`src/rtl/fp_pkg.sv`:
```
// Shared floating-point definitions: operand classes, flag positions and
// width-independent helpers used by the multiplier and its round/pack stage.
package fp_pkg;

  typedef enum logic [2:0] {
    ZERO,
    SUB,
    NORM,
    INF,
    NAN
  } fp_class_e;

  // Bit positions inside the 4-bit {invalid, overflow, underflow, inexact} vector
  localparam int FLG_INV = 3;
  localparam int FLG_OVF = 2;
  localparam int FLG_UNF = 1;
  localparam int FLG_INX = 0;

  // Exponent bias for a given exponent field width
  function automatic int bias(input int expW);
    return (1 << (expW - 1)) - 1;
  endfunction

  // Canonical quiet NaN: sign 0, exponent all ones, only the fraction MSB set.
  // Returned wide so callers slice down to their own word width.
  function automatic logic [127:0] qnan(input int expW, input int manW);
    logic [127:0] v;
    v = ((128'd1 << expW) - 128'd1) << manW;
    v = v | (128'd1 << (manW - 1));
    return v;
  endfunction

  // Class from the three field tests, so it works for any field width
  function automatic fp_class_e classify(input logic expZero, input logic expOnes,
                                         input logic fracZero);
    if (expZero) begin
      return fracZero ? ZERO : SUB;
    end else if (expOnes) begin
      return fracZero ? INF : NAN;
    end
    return NORM;
  endfunction

endpackage

```
`src/rtl/fp_round_pack.sv`:
```
// Combinational round-to-nearest-even and pack stage. Takes a normalised
// sign/exponent/fraction with guard, round and sticky bits and produces the
// packed word plus overflow/underflow/inexact flags. The hidden bit is
// implicit, so a carry out of the fraction means the mantissa reached 2.0.
module fp_round_pack
  import fp_pkg::*;
#(
  parameter int EXP_W = 8,
  parameter int MAN_W = 23
) (
  input  logic                     i_sign,
  input  logic signed [EXP_W+1:0]  i_exp,
  input  logic [MAN_W-1:0]         i_frac,
  input  logic                     i_guard,
  input  logic                     i_round,
  input  logic                     i_sticky,
  output logic [EXP_W+MAN_W:0]     o_result,
  output logic [3:0]               o_flags
);

  localparam int XW = EXP_W + 2;
  localparam logic signed [XW-1:0] EXP_MAX = {2'b00, {EXP_W{1'b1}}};
  localparam logic signed [XW-1:0] EXP_MIN = '0;

  logic                 w_inc;
  logic                 w_carry;
  logic [MAN_W-1:0]     w_frac;
  logic signed [XW-1:0] w_exp;
  logic                 w_inexact;

  assign w_inc             = i_guard & (i_round | i_sticky | i_frac[0]);
  assign {w_carry, w_frac} = {1'b0, i_frac} + {{MAN_W{1'b0}}, w_inc};
  assign w_exp             = i_exp + {{(XW-1){1'b0}}, w_carry};
  assign w_inexact         = i_guard | i_round | i_sticky;

  // Saturate to infinity or flush to zero when the rounded exponent leaves the normal range
  always_comb begin
    o_result          = {i_sign, w_exp[EXP_W-1:0], w_frac};
    o_flags           = '0;
    o_flags[FLG_INX]  = w_inexact;
    if (w_exp >= EXP_MAX) begin
      o_result         = {i_sign, {EXP_W{1'b1}}, {MAN_W{1'b0}}};
      o_flags[FLG_OVF] = 1'b1;
      o_flags[FLG_INX] = 1'b1;
    end else if (w_exp <= EXP_MIN) begin
      o_result         = {i_sign, {(EXP_W+MAN_W){1'b0}}};
      o_flags[FLG_UNF] = 1'b1;
      o_flags[FLG_INX] = 1'b1;
    end
  end

endmodule

```
`src/rtl/fp_multiplier_pipelined.sv`:
```
// Three-stage pipelined floating-point multiplier with valid/ready on both
// sides. Stage 1 classifies and multiplies, stage 2 normalises, stage 3
// rounds and packs. Special operands are resolved in stage 1 and ride the
// pipeline as a ready-made result that overrides the arithmetic path.
module fp_multiplier_pipelined
  import fp_pkg::*;
#(
  parameter int EXP_W = 8,
  parameter int MAN_W = 23
) (
  input  logic                   clk,
  input  logic                   rst_n,
  input  logic                   in_valid,
  output logic                   in_ready,
  input  logic [EXP_W+MAN_W:0]   a,
  input  logic [EXP_W+MAN_W:0]   b,
  output logic                   out_valid,
  input  logic                   out_ready,
  output logic [EXP_W+MAN_W:0]   out,
  output logic [3:0]             flags
);

  localparam int W  = 1 + EXP_W + MAN_W;
  localparam int PW = 2 * MAN_W + 2;
  localparam int XW = EXP_W + 2;
  localparam logic signed [XW-1:0] BIAS_X    = XW'(bias(EXP_W));
  localparam logic [127:0]         QNAN_FULL = qnan(EXP_W, MAN_W);
  localparam logic [W-1:0]         QNAN      = QNAN_FULL[W-1:0];

  logic w_advance;

  logic [EXP_W-1:0]     w_aExp, w_bExp;
  logic [MAN_W-1:0]     w_aFrac, w_bFrac;
  fp_class_e            w_aCls, w_bCls;
  logic                 w_aZero, w_bZero, w_aInf, w_bInf, w_aNan, w_bNan;
  logic                 w_sign;
  logic signed [XW-1:0] w_expSum;
  logic [PW-1:0]        w_prod;
  logic                 w_special;
  logic [W-1:0]         w_specVal;
  logic [3:0]           w_specFlags;

  logic                 r_s1Valid, r_s1Sign, r_s1Special;
  logic signed [XW-1:0] r_s1Exp;
  logic [PW-1:0]        r_s1Prod;
  logic [W-1:0]         r_s1SpecVal;
  logic [3:0]           r_s1SpecFlags;

  logic                 w_msb;
  logic signed [XW-1:0] w_normExp;
  logic [MAN_W-1:0]     w_normFrac;
  logic                 w_guard, w_round, w_sticky;

  logic                 r_s2Valid, r_s2Sign, r_s2Special;
  logic signed [XW-1:0] r_s2Exp;
  logic [MAN_W-1:0]     r_s2Frac;
  logic                 r_s2Guard, r_s2Round, r_s2Sticky;
  logic [W-1:0]         r_s2SpecVal;
  logic [3:0]           r_s2SpecFlags;

  logic [W-1:0]         w_rpResult;
  logic [3:0]           w_rpFlags;

  logic                 r_outValid;
  logic [W-1:0]         r_out;
  logic [3:0]           r_flags;

  assign w_advance = !r_outValid || out_ready;
  assign in_ready  = w_advance;
  assign out_valid = r_outValid;
  assign out       = r_out;
  assign flags     = r_flags;

  assign w_aExp  = a[W-2:MAN_W];
  assign w_bExp  = b[W-2:MAN_W];
  assign w_aFrac = a[MAN_W-1:0];
  assign w_bFrac = b[MAN_W-1:0];
  assign w_aCls  = classify(w_aExp == '0, &w_aExp, w_aFrac == '0);
  assign w_bCls  = classify(w_bExp == '0, &w_bExp, w_bFrac == '0);

  // Subnormals are folded into zero here, which gives denormals-are-zero behaviour
  assign w_aZero = (w_aCls == ZERO) || (w_aCls == SUB);
  assign w_bZero = (w_bCls == ZERO) || (w_bCls == SUB);
  assign w_aInf  = (w_aCls == INF);
  assign w_bInf  = (w_bCls == INF);
  assign w_aNan  = (w_aCls == NAN);
  assign w_bNan  = (w_bCls == NAN);

  assign w_sign   = a[W-1] ^ b[W-1];
  assign w_expSum = $signed({2'b00, w_aExp}) + $signed({2'b00, w_bExp}) - BIAS_X;
  assign w_prod   = {{(MAN_W+1){1'b0}}, 1'b1, w_aFrac} * {{(MAN_W+1){1'b0}}, 1'b1, w_bFrac};

  // Resolve special operand combinations in priority order: NaN, inf*zero, inf, zero
  always_comb begin
    w_special   = 1'b0;
    w_specVal   = '0;
    w_specFlags = '0;
    if (w_aNan || w_bNan) begin
      w_special = 1'b1;
      w_specVal = QNAN;
    end else if ((w_aInf && w_bZero) || (w_bInf && w_aZero)) begin
      w_special            = 1'b1;
      w_specVal            = QNAN;
      w_specFlags[FLG_INV] = 1'b1;
    end else if (w_aInf || w_bInf) begin
      w_special = 1'b1;
      w_specVal = {w_sign, {EXP_W{1'b1}}, {MAN_W{1'b0}}};
    end else if (w_aZero || w_bZero) begin
      w_special = 1'b1;
      w_specVal = {w_sign, {(EXP_W+MAN_W){1'b0}}};
    end
  end

  // Stage 1 register: unpacked sign, biased exponent sum, raw mantissa product
  always_ff @(posedge clk or negedge rst_n) begin
    if (!rst_n) begin
      r_s1Valid     <= 1'b0;
      r_s1Sign      <= 1'b0;
      r_s1Exp       <= '0;
      r_s1Prod      <= '0;
      r_s1Special   <= 1'b0;
      r_s1SpecVal   <= '0;
      r_s1SpecFlags <= '0;
    end else if (w_advance) begin
      r_s1Valid     <= in_valid;
      r_s1Sign      <= w_sign;
      r_s1Exp       <= w_expSum;
      r_s1Prod      <= w_prod;
      r_s1Special   <= w_special;
      r_s1SpecVal   <= w_specVal;
      r_s1SpecFlags <= w_specFlags;
    end
  end

  // Product lies in [1,4); the MSB picks which window holds the fraction and G/R/S
  assign w_msb      = r_s1Prod[PW-1];
  assign w_normExp  = r_s1Exp + {{(XW-1){1'b0}}, w_msb};
  assign w_normFrac = w_msb ? r_s1Prod[PW-2 -: MAN_W] : r_s1Prod[PW-3 -: MAN_W];
  assign w_guard    = w_msb ? r_s1Prod[MAN_W]       : r_s1Prod[MAN_W-1];
  assign w_round    = w_msb ? r_s1Prod[MAN_W-1]     : r_s1Prod[MAN_W-2];
  assign w_sticky   = w_msb ? (|r_s1Prod[MAN_W-2:0]) : (|r_s1Prod[MAN_W-3:0]);

  // Stage 2 register: normalised fraction with guard, round and sticky bits
  always_ff @(posedge clk or negedge rst_n) begin
    if (!rst_n) begin
      r_s2Valid     <= 1'b0;
      r_s2Sign      <= 1'b0;
      r_s2Exp       <= '0;
      r_s2Frac      <= '0;
      r_s2Guard     <= 1'b0;
      r_s2Round     <= 1'b0;
      r_s2Sticky    <= 1'b0;
      r_s2Special   <= 1'b0;
      r_s2SpecVal   <= '0;
      r_s2SpecFlags <= '0;
    end else if (w_advance) begin
      r_s2Valid     <= r_s1Valid;
      r_s2Sign      <= r_s1Sign;
      r_s2Exp       <= w_normExp;
      r_s2Frac      <= w_normFrac;
      r_s2Guard     <= w_guard;
      r_s2Round     <= w_round;
      r_s2Sticky    <= w_sticky;
      r_s2Special   <= r_s1Special;
      r_s2SpecVal   <= r_s1SpecVal;
      r_s2SpecFlags <= r_s1SpecFlags;
    end
  end

  fp_round_pack #(
    .EXP_W(EXP_W),
    .MAN_W(MAN_W)
  ) u_roundPack (
    .i_sign  (r_s2Sign),
    .i_exp   (r_s2Exp),
    .i_frac  (r_s2Frac),
    .i_guard (r_s2Guard),
    .i_round (r_s2Round),
    .i_sticky(r_s2Sticky),
    .o_result(w_rpResult),
    .o_flags (w_rpFlags)
  );

  // Output register: only a valid stage-2 entry replaces the held result
  always_ff @(posedge clk or negedge rst_n) begin
    if (!rst_n) begin
      r_outValid <= 1'b0;
      r_out      <= '0;
      r_flags    <= '0;
    end else if (w_advance) begin
      r_outValid <= r_s2Valid;
      if (r_s2Valid) begin
        r_out   <= r_s2Special ? r_s2SpecVal   : w_rpResult;
        r_flags <= r_s2Special ? r_s2SpecFlags : w_rpFlags;
      end
    end
  end

endmodule

```
`config.mk`:
```
export PLATFORM = sky130hd
export DESIGN_NAME = fp_multiplier_pipelined
export DESIGN_NICKNAME = d
export VERILOG_FILES = /design/src/rtl/fp_pkg.sv /design/src/rtl/fp_round_pack.sv /design/src/rtl/fp_multiplier_pipelined.sv
export SDC_FILE = /design/constraint.sdc
export NUM_CORES = 2
export LEC_CHECK = 0
export ABC_AREA = 1
export CORE_MARGIN = 2
export CORE_UTILIZATION = 36
export DETAILED_ROUTE_END_ITERATION = 12
export MAX_ROUTING_LAYER = met4
export PLACE_DENSITY_LB_ADDON = 0.12
export SLEW_MARGIN = 25
export SYNTH_ARGS = -nofsm -noshare
export SYNTH_HDL_FRONTEND = slang
export SYNTH_SLANG_ARGS = --single-unit
```
`constraint.sdc`:
```
create_clock -name clk -period 3.1 [get_ports clk]
set_input_delay 0.62 -clock clk [delete_from_list [all_inputs] [get_ports clk]]
set_output_delay 0.62 -clock clk [all_outputs]
set_load 0.005 [all_outputs]
```
* Word-level counts from Yosys, hierarchy flattened
Index checks and enable logic that the tools add are counted.
Word-level totals: bits in registers 203, output and inout port bits 38
Operators by class: add/subtract/negate cells 5, multiply operators 1, order comparisons 2, equality and inequality tests 6, multiplexer cells 36, bitwise gates (word level) 6, reductions and logical operators 21
Operators with widths (count):
- 2-to-1 mux 32 bit | 5
- 2-to-1 mux 31 bit | 2
- multiplier 24 x 24 -> 48 bit | 1
- logical NOT 23 bit | 2
- adder 23 x 1 -> 24 bit | 1
- 2-to-1 mux 3 bit | 8
- 2-to-1 mux 23 bit | 1
- OR reduction 22 bit | 1
- OR reduction 21 bit | 1
- adder 10 x 1 -> 10 bit | 2
- 2-to-1 mux 1 bit | 18
- logical NOT 8 bit | 2
- AND reduction 8 bit | 2
- greater-or-equal comparator 10 x 9 -> 1 bit (second input constant) | 1
- less-or-equal comparator 10 x 1 -> 1 bit (second input constant) | 1
- subtractor 9 x 7 -> 10 bit (second input constant) | 1
- adder 8 x 8 -> 9 bit | 1
- logical OR 1 bit | 7
- == test 3 x 1 -> 1 bit (second input constant) | 2
- == test 3 x 2 -> 1 bit (second input constant) | 2
- == test 3 bit (second input constant) | 2
- logical NOT 3 bit | 2
- 2-to-1 mux 4 bit | 1
- OR 1 bit | 4
- 6 further kinds | 7

* Logic depth before layout (Yosys ltp)
word-level depth 12, depth in mapped cells 31, gate-level depth less buffers 29

* Modules after synthesis
From an unflattened synthesis, not the netlist that was laid out.
Unflattened totals: cells, all modules 3899, area total of the unflattened synthesis 28453.5 µm²
By module, submodules not included:
- fp_multiplier_pipelined | times used 1, cells an instance 3611, area an instance 27066.0 µm²
- fp_round_pack | times used 1, cells an instance 288, area an instance 1387.6 µm²

* Least setup slack after synthesis
OpenSTA, ideal clock, no wires.
path type input port to flip-flop, start input port b[3], end register r_s1Prod[34], data arrival time 6.275 ns, data required time 2.982 ns, path slack -3.293 ns, stages on the path 29, cell sequence clkbuf_1 -> clkbuf_1 -> nand2_1 -> fa_1 -> inv_1 -> fa_1 -> inv_1 -> fa_1 -> inv_1 -> fa_1 -> inv_1 -> fa_1 -> inv_1 -> fa_1 -> inv_1 -> fa_1 -> inv_1 -> ha_1 -> nand2_1 -> nor2_1 -> inv_1 -> o21ai_0 -> nand2_1 -> nand3_1 -> nand2_1 -> nand2_1 -> nand2_1 -> nand3_1 -> nand2_1
Between the ends: longest elaborated chain between the ends 1
RTL lines:
- start: declaration | RTL line fp_multiplier_pipelined.sv:16 | input logic [EXP_W+MAN_W:0] b,
- multiplier 24 x 24 -> 48 bit | RTL line fp_multiplier_pipelined.sv:91 | assign w_prod = {{(MAN_W+1){1'b0}}, 1'b1, w_aFrac} * {{(MAN_W+1){1'b0}}, 1'b1, w_bFrac};
- end signal: assignment | RTL line fp_multiplier_pipelined.sv:128 | r_s1Prod <= w_prod;
- end: declaration | RTL line fp_multiplier_pipelined.sv:45 | logic [PW-1:0] r_s1Prod;
No other way between the ends. A chain may end at the register's enable or synchronous reset.

* Final worst setup path
start input port a[20], end register r_s1Prod[26]
Between the ends: longest elaborated chain between the ends 1
RTL lines:
- start: declaration | RTL line fp_multiplier_pipelined.sv:15 | input logic [EXP_W+MAN_W:0] a,
- multiplier 24 x 24 -> 48 bit | RTL line fp_multiplier_pipelined.sv:91
No other way between the ends.

==> reports/metrics.csv <==
metric,value,unit
outcome,"finished, violations left",
violations,negative setup slack,
clock-sinks,145,
synth_cell_types,42,
cp-end-kind,flop,
path_class,in -> reg,
cts_tree,done,
first_iter_violations,1104,
core_area,74700,um2
clkTransAtPathRegs,80,ps
grt_pass1_vias,25400,
ys_top_cells_by_area,"fa_1 35%, nand2_1 14%, inv_1 14%, dfrtp_1 13%, ha_1 9.0%",
avgSynthCellArea,7.55,um2
timing.fmax,0.168,GHz
area_delta_synth_final,38.6,%
io_pins,106,
grt_pass1_wl,139,mm
fin_setup_tns,-108360,ps
rsz0062_at_grt,true,
synth_nets,4364,
drive_above_1_share,28.3,%
clock_latency,450,ps
die_x,279,um
grtUsageTotal,23.6,%
cp_num_buf_inv,11,
antenna_cells,0,
die_y,279,um
finish.utilization,50.6,%
synth.largest_area_cell,fa_1,
hold_viol_final,0,
final_cell_mix,"889 x inv_1, 852 x nand2_1, 447 x fa_1",
netlist_instances,3616,
startpoint_type,primary input,
yosys_warnings,0,
cts.path.max_buffers,2,
synth_area,27300,um2
drv_cap,0,
remaining_drc_errors,0,
cp.arrival,6270,ps
via_per_inst,4.68,
hold_path.class,in -> async,
cts_buffers,17,
crit_path_max_fanout,5,
start_util,36.5,%
crit_family,adder cells,
drtPass1Iterations,5,
final_max_slew_viol_count,0,
ant_nets,0,
wire_per_inst,16.7,um
cpPeakStageDelay,550,ps
worst_pin_slew,897,ps
setup_viol,62,
gp_congestion,0.846,
critPathRequiredTime,3420,ps
dpl.hpwl,64.5,mm
wl,85.4,mm
vias,23900,
cts-root-buf,clkbuf_16,
synth-seq-cells,145,
yosysSeqAreaShare,13.3,%
nNetsFinal,4882,
num_rows,100,
overflow,0,
period_share,192,%
fp.dieArea,78000,um2
htree_levels,4,
relSlewSlack,40.2,%
pre_cts_slack,-3820,ps
finalWorstSetupSlack,-2850,ps
cp_common_cell,fa_1,
layout_commonest_cell,inv_1,
port_buffers,105,
cpMaxStageDelayCell,fa_1,
min_period,5950,ps
antenna_found_initial,2,
ctsHoldBuffers,0,
synth_top_area_share,35.4,%
grt_max_degree,140,
fin_skew,17.3,ps
==> state kept, by name (all words and copies together), names as in the netlist, 3 cells and up <==
register     cells
r_s2SpecVal      3
r_s2Exp         10
r_s1SpecVal      3
r_s1Exp         10
out             32
r_s1Prod        48
flags            4
r_s2Frac        23
==> cell families after synthesis <==
kind of cell             synth area share (%)
buffers and inverters                    15.9
flip-flops                               13.3
AO/OA/AOI/OAI                            5.32
XOR/XNOR                                0.899
AND/OR/NAND/NOR                          20.1
adder cells (fa/ha/maj)                  44.5
==> final cells by class <==
cell class | instances | area (um2)
Clock buffer | 18 | 439
Clock inverter | 14 | 180
Fill cell | 7182 | 36900
Inverter | 1019 | 3830
Multi-Input combinational cell | 2316 | 21800
Sequential cell | 145 | 3630
Tap cell | 969 | 1210
Timing Repair Buffer | 635 | 6750
==> cells in the mapped netlist <==
master,instances
fa_1,483
ha_1,197
nor3b_1,1
o211ai_1,16
nand2_2,3
nand2_4,1
nor2_4,2
buf_6,1
a31oi_1,4
a22o_1,1
o21ai_0,119
nand3b_1,10
dfrtp_1,145
o22ai_1,6
and2_0,1
nand3_1,102
nand2_1,1021
or4_1,1
nor2_2,2
o21bai_1,12
nand4_1,36
nor3_2,3
xor2_1,19
a221oi_1,1
o21ai_2,10
a41oi_1,1
or2_2,14
nor4_1,15
a211oi_1,2
a21oi_1,73
o21a_1,10
buf_1,4
and3_1,1
nor3_1,16
clkbuf_1,131
and2_1,2
a21boi_0,1
a22oi_1,1
nor2_1,120
inv_1,1016
xnor2_1,9
inv_2,3
==> worst reg2reg max path, cell delays in order, from the launching register on <==
cell and delay [ps]:
dfrtp_1 350, inv_1 80, nor3_4 220, nand2_2 110, nor2_4 100, nand2_2 70
nor2_4 100, nand4_1 150, nor4_2 180, buf_4 150, ha_2 170, buf_4 110
nand2_1 90, nor2_2 150, nand2_2 100, nor3_4 150, xnor2_2 160, nand2_2 140
nor2_4 190, nand2_8 150, o21ai_0 200
==> worst paths after layout <==
kind                       slack (ps)  depth (start not counted)                        start                     endpoint
hold / removal                    160                          1                        rst_n      r_s1Prod[4]$_DFFE_PN0N_
setup reg to reg                 -100                         20      r_s2Frac[1]$_DFFE_PN0N_           out[2]$_DFFE_PN0P_
max in group asynchronous        2120                          2                        rst_n     r_s2Frac[14]$_DFFE_PN0N_
min in group clk                  470                          2  r_s1SpecVal[30]$_DFFE_PN0N_  r_s2SpecVal[30]$_DFFE_PN0N_
hold reg to reg                   470                          2  r_s1SpecVal[30]$_DFFE_PN0N_  r_s2SpecVal[30]$_DFFE_PN0N_
setup / recovery                -2850                         27                        a[20]     r_s1Prod[26]$_DFFE_PN0N_
==> routing by layer <==
layer	share of wire (%)	wire length, um	global-route usage, %	vias up
met1	45	38600	31.1	11900
met2	49	41800	39.7	407
li1	-	-	-	11600
met3	4.1	3510	2.62	89
met5	0	0	-	-
met4	1.8	1540	4.43	0
==> repair_timing <==
action | in CTS | in global routing
pin swaps | 209 | 209
endpoints found under the setup margin | 82 | 80
resized for setup | 591 | 360
setup buffers | 116 | 40
gates cloned | 22 | 2
==> per-stage QoR <==
| step | area [um2] | hold WS [ps] | cells |
|---|---|---|---|
| after detailed placement | 33200 | 464 | 4928 |
| after global routing | 37800 | 218 | 5116 |
| after global placement | 33200 | 460 | 4928 |
| after floorplan | 28500 | 324 | 3616 |
| final | 37800 | 161 | 5116 |
| after CTS | 36700 | 223 | 5093 |
Power is not shown: default switching activity piles up to over one toggle a cycle in this logic, so the estimate is an artifact.
